## src/rtl/quick_spi_pkg.sv

```systemverilog
`default_nettype none
// ============================================================================
// Module      : quick_spi_pkg
// Description : Shared definitions for blocks that sit in front of the
//               quick_spi master: operation codes, controller state
//               encoding and a slice-index helper for flattened buses.
// Revision    : 1.0 - initial release
// ============================================================================
package quick_spi_pkg;

    // Operation codes carried on req_operation / spi_operation
    localparam logic c_op_read  = 1'b0;
    localparam logic c_op_write = 1'b1;

    // Transaction controller states
    typedef enum logic [1:0] {
        ST_IDLE  = 2'd0,
        ST_START = 2'd1,
        ST_BUSY  = 2'd2,
        ST_GAP   = 2'd3
    } ctrl_state_e;

    // LSB position of field `index` inside a flattened bus of `width`-bit fields
    function automatic int slice_lsb(input int index, input int width);
        return index * width;
    endfunction

endpackage
`default_nettype wire

```

## src/rtl/spi_rr_arbiter.sv

```systemverilog
`default_nettype none
// ============================================================================
// Module      : spi_rr_arbiter
// Description : Purely combinational round-robin selector. Returns the first
//               set request bit at or after `pointer`, wrapping around.
// Ports       : req          in  N    - request vector
//               pointer      in  clog2(N) - highest-priority position
//               grant_onehot out N    - one-hot winner (zero when none)
//               index        out clog2(N) - winner index
//               valid        out 1    - at least one request is set
// Revision    : 1.0 - initial release
// ============================================================================
module spi_rr_arbiter #(
    parameter int NUMBER_OF_REQUESTERS = 4
) (
    input  logic [NUMBER_OF_REQUESTERS-1:0]         req,
    input  logic [$clog2(NUMBER_OF_REQUESTERS)-1:0] pointer,
    output logic [NUMBER_OF_REQUESTERS-1:0]         grant_onehot,
    output logic [$clog2(NUMBER_OF_REQUESTERS)-1:0] index,
    output logic                                    valid
);

    localparam int PW = $clog2(NUMBER_OF_REQUESTERS);

    always_comb begin
        int             sum;
        logic [PW-1:0]  cand;
        grant_onehot = '0;
        index        = '0;
        valid        = 1'b0;
        sum          = 0;
        cand         = '0;
        // Walk the ring starting at the pointer; the first hit wins.
        for (int k = 0; k < NUMBER_OF_REQUESTERS; k++) begin
            sum = int'(pointer) + k;
            if (sum >= NUMBER_OF_REQUESTERS) begin
                sum = sum - NUMBER_OF_REQUESTERS;
            end
            cand = PW'(sum);
            if (!valid && req[cand]) begin
                valid              = 1'b1;
                index              = cand;
                grant_onehot[cand] = 1'b1;
            end
        end
    end

endmodule
`default_nettype wire

```

## src/rtl/spi_transaction_arbiter.sv

```systemverilog
`default_nettype none
// ============================================================================
// Module      : spi_transaction_arbiter
// Description : Shares one quick_spi master between N requesters. A
//               round-robin winner is latched in IDLE, the master gets one
//               start pulse, fields are held through BUSY, the read byte and
//               a done pulse go back to the winner, and a GAP state enforces
//               the master's recovery time. A watchdog ends transactions the
//               master never completes, flagging rsp_error.
// Ports       : clk, reset (async, active-high), enable
//               req / req_operation / req_slave / req_outgoing_data  - requesters
//               grant / done / rsp_incoming_data / rsp_error         - responses
//               spi_enable / spi_start_transaction / spi_slave /
//               spi_operation / spi_outgoing_data                    - to master
//               spi_end_of_transaction / spi_incoming_data           - from master
// Revision    : 1.0 - initial release
// ============================================================================
module spi_transaction_arbiter
    import quick_spi_pkg::*;
#(
    parameter int NUMBER_OF_REQUESTERS = 4,
    parameter int NUMBER_OF_SLAVES     = 2,
    parameter int OUTGOING_DATA_WIDTH  = 16,
    parameter int INCOMING_DATA_WIDTH  = 8,
    parameter int GAP_CYCLES           = 1,
    parameter int TIMEOUT_CYCLES       = 4096
) (
    input  logic                                            clk,
    input  logic                                            reset,
    input  logic                                            enable,
    input  logic [NUMBER_OF_REQUESTERS-1:0]                 req,
    input  logic [NUMBER_OF_REQUESTERS-1:0]                 req_operation,
    input  logic [NUMBER_OF_REQUESTERS*NUMBER_OF_SLAVES-1:0]    req_slave,
    input  logic [NUMBER_OF_REQUESTERS*OUTGOING_DATA_WIDTH-1:0] req_outgoing_data,
    output logic [NUMBER_OF_REQUESTERS-1:0]                 grant,
    output logic [NUMBER_OF_REQUESTERS-1:0]                 done,
    output logic [INCOMING_DATA_WIDTH-1:0]                  rsp_incoming_data,
    output logic                                            rsp_error,
    output logic                                            spi_enable,
    output logic                                            spi_start_transaction,
    output logic [NUMBER_OF_SLAVES-1:0]                     spi_slave,
    output logic                                            spi_operation,
    output logic [OUTGOING_DATA_WIDTH-1:0]                  spi_outgoing_data,
    input  logic                                            spi_end_of_transaction,
    input  logic [INCOMING_DATA_WIDTH-1:0]                  spi_incoming_data
);

    localparam int N  = NUMBER_OF_REQUESTERS;
    localparam int NS = NUMBER_OF_SLAVES;
    localparam int OW = OUTGOING_DATA_WIDTH;
    localparam int IW = INCOMING_DATA_WIDTH;
    localparam int PW = $clog2(N);
    localparam int TW = $clog2(TIMEOUT_CYCLES + 1);
    localparam int GW = $clog2(GAP_CYCLES + 1);

    localparam logic [TW-1:0] c_timeout_last = TW'(TIMEOUT_CYCLES - 1);
    localparam logic [GW-1:0] c_gap_last     = GW'(GAP_CYCLES - 1);
    localparam logic [PW-1:0] c_last_index   = PW'(N - 1);

    // ------------------------------------------------------------------
    // Unpack the flattened requester buses
    // ------------------------------------------------------------------
    logic [NS-1:0] slave_arr [N];
    logic [OW-1:0] data_arr  [N];

    for (genvar g = 0; g < N; g++) begin : g_unpack
        assign slave_arr[g] = req_slave[slice_lsb(g, NS) +: NS];
        assign data_arr[g]  = req_outgoing_data[slice_lsb(g, OW) +: OW];
    end

    // ------------------------------------------------------------------
    // State
    // ------------------------------------------------------------------
    ctrl_state_e   state_q, state_d;
    logic [PW-1:0] winner_q, winner_d;
    logic [PW-1:0] rr_pointer_q, rr_pointer_d;
    logic [N-1:0]  grant_q, grant_d;
    logic [N-1:0]  done_q, done_d;
    logic [IW-1:0] rsp_incoming_data_q, rsp_incoming_data_d;
    logic          rsp_error_q, rsp_error_d;
    logic          spi_enable_q, spi_enable_d;
    logic          spi_start_q, spi_start_d;
    logic [NS-1:0] spi_slave_q, spi_slave_d;
    logic          spi_operation_q, spi_operation_d;
    logic [OW-1:0] spi_outgoing_data_q, spi_outgoing_data_d;
    logic [TW-1:0] watchdog_q, watchdog_d;
    logic [GW-1:0] gap_q, gap_d;

    logic [N-1:0]  arb_onehot;
    logic [PW-1:0] arb_index;
    logic          arb_valid;

    spi_rr_arbiter #(
        .NUMBER_OF_REQUESTERS (N)
    ) u_rr_arbiter (
        .req          (req),
        .pointer      (rr_pointer_q),
        .grant_onehot (arb_onehot),
        .index        (arb_index),
        .valid        (arb_valid)
    );

    always_comb begin
        state_d             = state_q;
        winner_d            = winner_q;
        rr_pointer_d        = rr_pointer_q;
        grant_d             = grant_q;
        done_d              = '0;
        rsp_incoming_data_d = rsp_incoming_data_q;
        rsp_error_d         = 1'b0;
        spi_enable_d        = enable;
        spi_start_d         = 1'b0;
        spi_slave_d         = spi_slave_q;
        spi_operation_d     = spi_operation_q;
        spi_outgoing_data_d = spi_outgoing_data_q;
        watchdog_d          = watchdog_q;
        gap_d               = gap_q;

        case (state_q)
            ST_IDLE: begin
                if (enable && arb_valid) begin
                    winner_d            = arb_index;
                    grant_d             = arb_onehot;
                    spi_slave_d         = slave_arr[arb_index];
                    spi_operation_d     = req_operation[arb_index];
                    spi_outgoing_data_d = data_arr[arb_index];
                    spi_start_d         = 1'b1;
                    state_d             = ST_START;
                end
            end
            ST_START: begin
                watchdog_d = '0;
                state_d    = ST_BUSY;
            end
            ST_BUSY: begin
                // End of transaction wins over a watchdog expiring in the same cycle.
                if (spi_end_of_transaction || (watchdog_q == c_timeout_last)) begin
                    done_d              = grant_q;
                    grant_d             = '0;
                    rsp_error_d         = !spi_end_of_transaction;
                    rsp_incoming_data_d = spi_end_of_transaction ? spi_incoming_data : '0;
                    rr_pointer_d        = (winner_q == c_last_index) ? '0 : winner_q + 1'b1;
                    gap_d               = '0;
                    state_d             = ST_GAP;
                end else begin
                    watchdog_d = watchdog_q + 1'b1;
                end
            end
            ST_GAP: begin
                if (gap_q == c_gap_last) begin
                    state_d = ST_IDLE;
                end else begin
                    gap_d = gap_q + 1'b1;
                end
            end
            default: begin
                state_d = ST_IDLE;
            end
        endcase
    end

    always_ff @(posedge clk or posedge reset) begin
        if (reset) begin
            state_q             <= ST_IDLE;
            winner_q            <= '0;
            rr_pointer_q        <= '0;
            grant_q             <= '0;
            done_q              <= '0;
            rsp_incoming_data_q <= '0;
            rsp_error_q         <= 1'b0;
            spi_enable_q        <= 1'b0;
            spi_start_q         <= 1'b0;
            spi_slave_q         <= '0;
            spi_operation_q     <= 1'b0;
            spi_outgoing_data_q <= '0;
            watchdog_q          <= '0;
            gap_q               <= '0;
        end else begin
            state_q             <= state_d;
            winner_q            <= winner_d;
            rr_pointer_q        <= rr_pointer_d;
            grant_q             <= grant_d;
            done_q              <= done_d;
            rsp_incoming_data_q <= rsp_incoming_data_d;
            rsp_error_q         <= rsp_error_d;
            spi_enable_q        <= spi_enable_d;
            spi_start_q         <= spi_start_d;
            spi_slave_q         <= spi_slave_d;
            spi_operation_q     <= spi_operation_d;
            spi_outgoing_data_q <= spi_outgoing_data_d;
            watchdog_q          <= watchdog_d;
            gap_q               <= gap_d;
        end
    end

    assign grant                 = grant_q;
    assign done                  = done_q;
    assign rsp_incoming_data     = rsp_incoming_data_q;
    assign rsp_error             = rsp_error_q;
    assign spi_enable            = spi_enable_q;
    assign spi_start_transaction = spi_start_q;
    assign spi_slave             = spi_slave_q;
    assign spi_operation         = spi_operation_q;
    assign spi_outgoing_data     = spi_outgoing_data_q;

endmodule
`default_nettype wire

```

## config.mk

```make
export PLATFORM = sky130hd
export DESIGN_NAME = spi_transaction_arbiter
export DESIGN_NICKNAME = d
export VERILOG_FILES = /design/src/rtl/quick_spi_pkg.sv /design/src/rtl/spi_rr_arbiter.sv /design/src/rtl/spi_transaction_arbiter.sv
export SDC_FILE = /design/constraint.sdc
export NUM_CORES = 1
export LEC_CHECK = 0
export BUFFER_PORTS_ARGS = -buffer_cell sky130_fd_sc_hd__buf_4
export CORE_MARGIN = 2
export CORE_UTILIZATION = 50
export DETAILED_ROUTE_END_ITERATION = 8
export PLACE_DENSITY = 0.91
export SLEW_MARGIN = 15
export SYNTH_ARGS = -nofsm -noshare
export SYNTH_HDL_FRONTEND = slang
export SYNTH_SLANG_ARGS = --single-unit
```

## constraint.sdc

```tcl
create_clock -name clk -period 3.65 [get_ports clk]
set_clock_uncertainty 0.15 [all_clocks]
set_input_delay 0.9125 -clock clk [delete_from_list [all_inputs] [get_ports clk]]
set_output_delay 0.9125 -clock clk [all_outputs]
set_load 0.02 [all_outputs]
```

==> results.yml, run 1 <==
timing:
  tightestPinTransition_ns: 0.8209
  whs_ns: 0.3459
  hold_viol_final: 0
  maxSlewHeadroom: 0.4507
  fin_crit_ns: 3.243
  rsz0062_at_grt: "false"
  drv_slew: 0
  tns_ns: 0
  fmax_ghz: 0.3084
  setup_viol: 0
  post-route-period-util: 0.8885
routing:
  totalWireLength_um: 9423
  wl_per_cell_um: 17.10
  dr.pass1.iters: 5
  vias: 3279
  drtAntennaViolNets: 0
  drc: 0
  via_per_inst: 5.951
  drtIter0Drc: 97
  topRoutingLayerUsed: "met4"
  met1_length_um: 3678
  wl_met2_um: 4735
  wl_met3_um: 717
grt:
  overflow: 0
  grt_max_degree: 22
  grt_pass1_vias: 3221
  globalRouteTotalUtil: 0.2602
  antenna_found_initial: 0
  grt_first_pass_wirelength_um: 15080
yosys:
  seq_area_frac_synth: 0.4194
  synth_cell_types: 47
  synth_edf_count: 0
  synthesis.area_mm2: 0.003401
  synth-seq-cells: 57
  synthFlopType: "dfrtp_1"
  mappedNetlistNets: 447
  avgSynthCellArea_um2: 9.944
  yosys_warnings: 0
  synth-async-reset-ratio: 1.000
  synthCells: 342
clock_network:
  post_cts_buffers: 0
  cts.path.max_buffers: 2
  clk_pin_slew_ns: 0.06
  insertion_delay_ns: 0.35
  htree_levels: 3
  cts_buffers: 9
  cts_tree: "yes"
  cts_resized: 0
  cts_hold_buf: 0
  cts.sinks: 57
  root_buffer: "clkbuf_8"
place:
  dpl.hpwl_um: 7058
  gp_congestion: 0.8676
  port_buffers: 129
  place_inst: 535
  placed_cell_area_mm2: 0.004415
cells_and_area:
  final_common_cell: "buf_4"
  layout-drive-gt1-share: 0.3588
  finish.instance_area_mm2: 0.004631
  diodes: 0
  final_nets: 571
  mostFrequentLayoutCells: "buf_4, dfrtp_1, o211ai_1"
  postLayoutCoreUtil: 0.6931
  syn_to_final_growth_pct: 36.17
  final_cells: 551
setup_path:
  reg2reg_slack_ns: 0.41
  cp-end-kind: "register"
  cp-start-kind: "register"
  cp_max_fo: 21
  worst-setup-path-type: "register to register"
  required_ns: 3.71
  worstPathArrival_ns: 3.31
floorplan:
  initial_utilization: 0.5090
  die_w_um: 86.47
  ios: 130
  dieHeight_um: 86.47
  die-area_mm2: 0.007477
  core-area_mm2: 0.006681
  core.rowCount: 30
flow_run:
  cap_violations: 0
outcome:
  status: "completed"
worst_hold_path:
  min_path_type: "register to register"
power:
  leakagePower_uw: 0.002211
  cellPowerDensity_mw_per_mm2: 741.7
  ir_drop_uv: 447.0
-- stage by stage --
stage	worst slack [ns]	total power, uW
after floorplan	0.6697	2214
after global placement	0.5173	2725
after detailed placement	0.4546	2799
after CTS	0.4371	3421
after global routing	0.2785	3650
final	0.4069	3435
-- worst paths after layout --
path / end / cells after the start / from
setup / recovery: spi_outgoing_data[5] / 8 / rr_pointer_q[1]
hold / removal: spi_outgoing_data[8] / 2 / spi_outgoing_data[8]
setup reg to reg: spi_outgoing_data[5] / 8 / rr_pointer_q[1]
hold reg to reg: spi_outgoing_data[8] / 2 / spi_outgoing_data[8]
max in group asynchronous: rr_pointer_q[1] / 3 / reset
min in group asynchronous: rsp_incoming_data[7] / 2 / reset
-- flip-flops by register name, indices dropped and copies added, names as in the netlist --
register / cells
rsp_error: 1
rr_pointer_q: 2
watchdog_q: 13
grant: 4
done: 4
spi_outgoing_data: 16
rsp_incoming_data: 8
winner_q: 2
state_q: 2
spi_enable: 1
spi_start_transaction: 1
spi_slave: 2
spi_operation: 1
-- cell type report --
cell class / instances / area, um2
fill: 520 / 2051
clock inverter: 2 / 35.03
tap: 80 / 100.1
timing repair buffer: 139 / 1044
multi-input combinational: 247 / 1808
sequential: 57 / 1426
clock buffer: 14 / 172.7
inverter: 12 / 45.04
-- cells by family after synthesis --
group,count (synthesis),synth area share
simple gates,104,0.1564
compound gates,95,0.2138
flops,57,0.4194
buf+inv,38,0.05298
mux,29,0.09418
fa+ha+maj,13,0.04783
xor+xnor,6,0.01545
-- synth_stat cells, types with 2 or more instances --
cell	n	area share
nor2b_1	4	0.0074
a221o_1	4	0.012
and2_1	2	0.0037
nand2b_1	2	0.0037
xnor2_1	6	0.015
clkbuf_1	13	0.014
inv_1	12	0.013
and3_1	4	0.0074
mux2_2	3	0.0099
nand3_1	4	0.0059
or2_2	5	0.0092
o41ai_1	2	0.0052
buf_2	9	0.013
nand3b_1	2	0.0044
ha_1	13	0.048
a22o_1	8	0.021
nor3_1	3	0.0044
a22oi_1	4	0.0088
a21oi_1	3	0.0044
a2111oi_0	4	0.010
dfrtp_1	57	0.42
nor2_1	18	0.020
mux2i_1	23	0.068
or3_1	22	0.040
mux4_2	2	0.013
o21ai_0	10	0.015
nand2_1	31	0.034
a211oi_1	7	0.015
o31ai_1	7	0.015
buf_6	3	0.0099
o211ai_1	38	0.084
nand4_1	2	0.0037
-- where the power goes --
group          switching, uW  internal [uW]  leakage, uW
registers                141            837     0.000736
clock network            251            371     0.000107
logic                   1050            781      0.00137
-- routing by layer --
layer  vias up  global-route usage
li1       1518                   -
met1      1574              0.3122
met2       160              0.4343
met3        27             0.06952
met4         0              0.1250
met5         -                   0
-- critical path: stages (launching register included) --
cell and delay (ns):
dfrtp_1 0.59, inv_1 0.18, ha_1 0.46, mux4_2 0.43, o211a_1 0.46, or2_1 0.32
buf_4 0.20, mux2i_1 0.21, o211ai_1 0.11
Power figures use the tool's default switching activity.
==> run 2, diff against run 1 <==
CORE_ASPECT_RATIO = 2   (was unset)
==> run 2 against run 1 <==
Count of clock-buffer cells in the layout fell by 1. Utilization grew 2.3 points. Non-clock buffer count down 1. Combinational power is essentially flat. Worst hold slack got worse by 0.0058 ns. Cell count increased by 1.1%. Fmax grew 10%. Clock power rose by 39%. Largest cell class unchanged.
==> results.yml, run 2 (synthesized netlist as in run 1, its figures left out) <==
routing:
  vias: 3205
  totalWireLength_um: 9248
  via_per_inst: 5.754
  drtAntennaViolNets: 0
  drc: 0
  wl_per_cell_um: 16.60
  drtIter0Drc: 169
  dr.pass1.iters: 4
worst_hold_path:
  holdPathStages: 2
  min_path_type: "register to register"
  min_to: "spi_outgoing_data[1]"
  hp-start: "spi_outgoing_data[1]"
setup_path:
  critPathLaunch: "rr_pointer_q[0]"
  required_ns: 3.67
  worstPathArrival_ns: 2.96
  slowest_delay_ns: 0.45
  crit_family: "multiplexers"
  cp.depth: 8
  reg2reg_depth: 8
  reg2reg_slack_ns: 0.71
  cp-start-kind: "register"
  r2r-start: "rr_pointer_q[0]"
  slowest_stage: "ha_1"
  cp-end-kind: "register"
  worst-setup-path-type: "register to register"
  r2r-end: "spi_outgoing_data[2]"
  cp_max_fo: 15
  crit_path_cell_trace: "inv_1 > ha_1 > mux2_2 > a221oi_2 > or2_1 > buf_4 > mux2i_1 > o211ai_1"
  crit_buf_inv: 2
power:
  ir_drop_uv: 503.7
  cellPowerDensity_mw_per_mm2: 773.3
  leakagePower_uw: 0.002258
  power_uw: 3666
grt:
  grt_max_degree: 35
  globalRouteTotalUtil: 0.2537
  overflow: 0
  grt_first_pass_wirelength_um: 15010
  grt_pass1_vias: 3304
  antenna_found_initial: 0
flow_run:
  cap_violations: 0
timing:
  setup_viol: 0
  rsz0062_at_grt: "false"
  fin_ws_ns: 0.7094
  tns_ns: 0
  hold_viol_final: 0
  maxSlewHeadroom: 0.4103
  post-route-period-util: 0.8057
  drv_slew: 0
  fmax_ghz: 0.3401
  whs_ns: 0.3401
  fin_crit_ns: 2.941
  tightestPinTransition_ns: 0.8622
cells_and_area:
  syn_to_final_growth_pct: 39.40
  final_nets: 570
  largest_register_ffs: 16
  diodes: 0
  layout-drive-gt1-share: 0.3603
  mostFrequentLayoutCells: "buf_4, dfrtp_1, o211ai_1"
  final_common_cell: "buf_4"
outcome:
  status: "completed"
clock_network:
  insertion_delay_ns: 0.32
  post_cts_buffers: 0
  clk_pin_slew_ns: 0.05
  cts_hold_buf: 0
  cts_tree: "yes"
  cts.path.max_buffers: 2
  cts_resized: 0
  cts.sinks: 57
  root_buffer: "clkbuf_16"
  htree_levels: 3
  cts_buffers: 9
floorplan:
  ios: 130
  core.rowCount: 42
  die_w_um: 62.32
  dieHeight_um: 120.6
  initial_utilization: 0.5136
  core-area_mm2: 0.006621
  die-area_mm2: 0.007517
place:
  dpl.hpwl_um: 7016
  dp_slack_ns: 0.5654
  gp_congestion: 0.9033
  port_buffers: 129
==> run 2: cell count changes in the layout (fill, tap and decap cells not counted), sizes merged <==
cell and delta:
buf -1, clkbuf -1
==> run 2: worst reg2reg max path, cell delays in order (launching register included) <==
cell and delay [ns]:
dfrtp_1 0.34, inv_1 0.11, ha_1 0.45, mux2_2 0.38, a221oi_2 0.30, or2_1 0.34, buf_4 0.34, mux2i_1 0.28
o211ai_1 0.11
==> run 2: layer usage <==
metal | wire [um] | track usage | up-vias | share of wire
met3 | 403 | 0.03535 | 29 | 0.044
met5 | 0 | 0 | - | 0
li1 | - | - | 1509 | -
met1 | 3128 | 0.2423 | 1541 | 0.34
met2 | 5429 | 0.4986 | 126 | 0.59
met4 | 287 | 0.1528 | 0 | 0.031
==> run 2: layout make-up <==
| cell class | instances | area (um2) |
|---|---|---|
| clock buffers | 13 | 280.3 |
| flip-flops and latches | 57 | 1426 |
| fillers | 518 | 1881 |
| well taps | 88 | 110.1 |
| inverters | 12 | 45.04 |
| repair buffers | 138 | 1036 |
| clock inverters | 2 | 35.03 |
| multi-input cells | 247 | 1808 |
==> run 2: where the power goes <==
group	switching, uW	internal [uW]
combinational	1060	777
sequential	130	839
clock	267	596
total	1450	2210
==> run 2: worst max-delay path by stage <==
| stage | end | slack, ns |
|---|---|---|
| floorplan | spi_operation | 0.67 |
| global placement | spi_outgoing_data[12] | 0.61 |
| detailed placement | spi_outgoing_data[13] | 0.57 |
| CTS | spi_outgoing_data[2] | 0.70 |
| global route | spi_outgoing_data[2] | 0.55 |
| finish | spi_outgoing_data[2] | 0.71 |
==> run 2: stage by stage <==
stage,area (um2),std cells,util
floorplan,3401,342,-
global route,4741,557,0.7160
CTS,4733,557,0.7149
finish,4741,557,0.7160
detailed placement,4418,542,0.6672
global placement,4418,542,0.6672
==> run 3, diff against run 2 <==
ABC_AREA = 1   (was unset)
CORE_UTILIZATION = 51   (was 50)
clock period = 2.9 ns   (was 3.65 ns; I/O delays follow)
==> run 3 against run 2 <==
Count of clock-buffer cells in the layout shrank 3. Clock power grew 9.8%. Routed wire length grew 14%. Die area grew 10%.
==> results.yml, run 3 <==
outcome:
  status: "completed"
yosys:
  avgSynthCellArea_um2: 6.959
  yosysMostFrequentCell: "nand2_1"
  synthCells: 552
  seq_area_frac_synth: 0.3713
  synth_area_leaders: "dfrtp_1, nand2_1, nand3_1"
  synth-seq-cells: 57
  mappedNetlistNets: 657
  synth_top_cells_by_count: "nand2_1, inv_1, nand3_1"
  synth_edf_count: 0
  yosys.area.top_type: "dfrtp_1"
  synth_top_area_share: 0.3713
  synth_cell_types: 37
  synthFlopType: "dfrtp_1"
  synthesis.area_mm2: 0.003841
  synth-async-reset-ratio: 1.000
  yosys_warnings: 0
worst_hold_path:
  min_path_type: "primary input to asynchronous set/reset pin"
power:
  power_uw: 5639
  ir_drop_uv: 985.7
  cellPowerDensity_mw_per_mm2: 1093
  leakagePower_uw: 0.002893
timing:
  tns_ns: 0
  fmax_ghz: 0.3777
  fin_ws_ns: 0.2521
  post-route-period-util: 0.9131
  rsz0062_at_grt: "false"
  setup_viol: 0
  drv_slew: 0
  fin_crit_ns: 2.648
  hold_viol_final: 0
  tightestPinTransition_ns: 0.6182
  maxSlewHeadroom: 0.5873
floorplan:
  die_w_um: 65.37
  ios: 130
  initial_utilization: 0.5286
  core.rowCount: 44
  die-area_mm2: 0.008284
  core-area_mm2: 0.007267
  dieHeight_um: 126.7
clock_network:
  post_cts_buffers: 0
  insertion_delay_ns: 0.33
  cts.path.max_buffers: 2
  cts.sinks: 57
  htree_levels: 3
  cts_hold_buf: 0
  root_buffer: "clkbuf_16"
  cts_tree: "yes"
  clk_pin_slew_ns: 0.05
  cts_buffers: 9
place:
  place_inst: 763
  gp_congestion: 0.9349
  port_buffers: 129
  dpl.hpwl_um: 8053
  dp_slack_ns: 0.1040
  placed_cell_area_mm2: 0.004878
setup_path:
  slowest_stage: "dfrtp_2"
  slowest_delay_ns: 0.45
  cp-end-kind: "register"
  cp_max_fo: 51
  worst-setup-path-type: "register to register"
  cp-start-kind: "register"
  worstPathArrival_ns: 2.70
  required_ns: 2.96
  crit_path_cell_trace: "inv_1 > ha_1 > inv_1 > nand3_2 > nand2_4 > nand4_4 > nand2_4 > nand2_8 > inv_2 > nand2_1 > nand3_1 > nand3_1"
grt:
  overflow: 0
  grt_max_degree: 52
  grt_pass1_vias: 4067
  grt_first_pass_wirelength_um: 17270
  antenna_found_initial: 0
  globalRouteTotalUtil: 0.2680
routing:
  drtAntennaViolNets: 0
  drc: 0
  drtIter0Drc: 247
  vias: 4033
  totalWireLength_um: 10590
  wl_per_cell_um: 13.61
  dr.pass1.iters: 4
  via_per_inst: 5.184
cells_and_area:
  final_common_cell: "nand2_1"
  layout-drive-gt1-share: 0.2653
  final_nets: 787
  fillCellCount: 612
  final_cells: 778
  mostFrequentLayoutCells: "nand2_1, buf_4, inv_1"
  largest_register_ffs: 16
  diodes: 0
  finish.instance_area_mm2: 0.005160
  syn_to_final_growth_pct: 34.33
flow_run:
  cap_violations: 0
## run 3: changes by cell type after synthesis, moves of 10 or more
cell / change
o211ai_1: -37
nand2_1: +140
or3_1: -22
nand3_1: +86
mux2i_1: -23
clkbuf_1: -10
inv_1: +83
## run 3: worst paths after layout
kind	startpoint	endpoint	slack [ns]	cells past startpoint
max	rr_pointer_q[1]	spi_outgoing_data[6]	0.25	12
min	reset	spi_outgoing_data[6]	0.33	2
max reg2reg	rr_pointer_q[1]	spi_outgoing_data[6]	0.25	12
min reg2reg	rsp_incoming_data[3]	rsp_incoming_data[3]	0.33	2
max in group asynchronous	reset	done[2]	1.70	3
min in group clk	rsp_incoming_data[3]	rsp_incoming_data[3]	0.33	2
## run 3: worst max-delay path, delay by kind of cell, from the launching register on
family                   cells  cell delay [ns]
adder cells (fa/ha/maj)      1             0.35
buffers and inverters        3             0.45
flip-flops                   1             0.45
AND/OR/NAND/NOR              8             1.10
## run 3: logic make-up (layout without fill, tap and decap cells)
| logic type | after synthesis | in the layout | share of synthesized area |
|---|---|---|---|
| simple gates | 329 | 329 | 0.4003 |
| buf+inv | 118 | 252 | 0.1296 |
| flops | 57 | 57 | 0.3713 |
| compound gates | 29 | 29 | 0.04267 |
| fa+ha+maj | 13 | 13 | 0.04235 |
| xor+xnor | 6 | 6 | 0.01368 |
## run 3: through the flow
| stage | hold WS [ns] | util |
|---|---|---|
| 2_1_floorplan | 0.3070 | - |
| 3_3_place_gp | 0.3047 | 0.6713 |
| 3_5_place_dp | 0.3152 | 0.6713 |
| 4_1_cts | 0.3260 | 0.7087 |
| 5_1_grt | 0.3509 | 0.7101 |
| 6_report | 0.3255 | 0.7101 |
## run 3: cell type report
cell class	count	area [um2]	share of cell area
timing repair buffer	136	1033	0.2003
clock inverter	5	32.53	0.006305
multi-input combinational	377	1926	0.3732
sequential	57	1428	0.2767
inverter	101	386.6	0.07493
clock buffer	10	239.0	0.04631
tap	92	115.1	0.02231
## run 3: where the power goes
group          leakage (uW)  internal (uW)  switching [uW]
clock              0.000126            591             357
combinational       0.00203           1190            2250
sequential         0.000735           1070             185
## run 3: layer usage
layer  vias to the layer above  global-route usage  part of all wire
li1                       1965                   -                 -
met1                      1874              0.2536              0.33
met2                       155              0.5114              0.58
met3                        39             0.03989             0.045
met4                         0              0.1667             0.041
met5                         -                   0                 0
## run 3: timing repair
action	CTS	global route
hold endpoints to repair	0	0
gates resized for setup	0	2
endpoints found under the setup margin	0	19
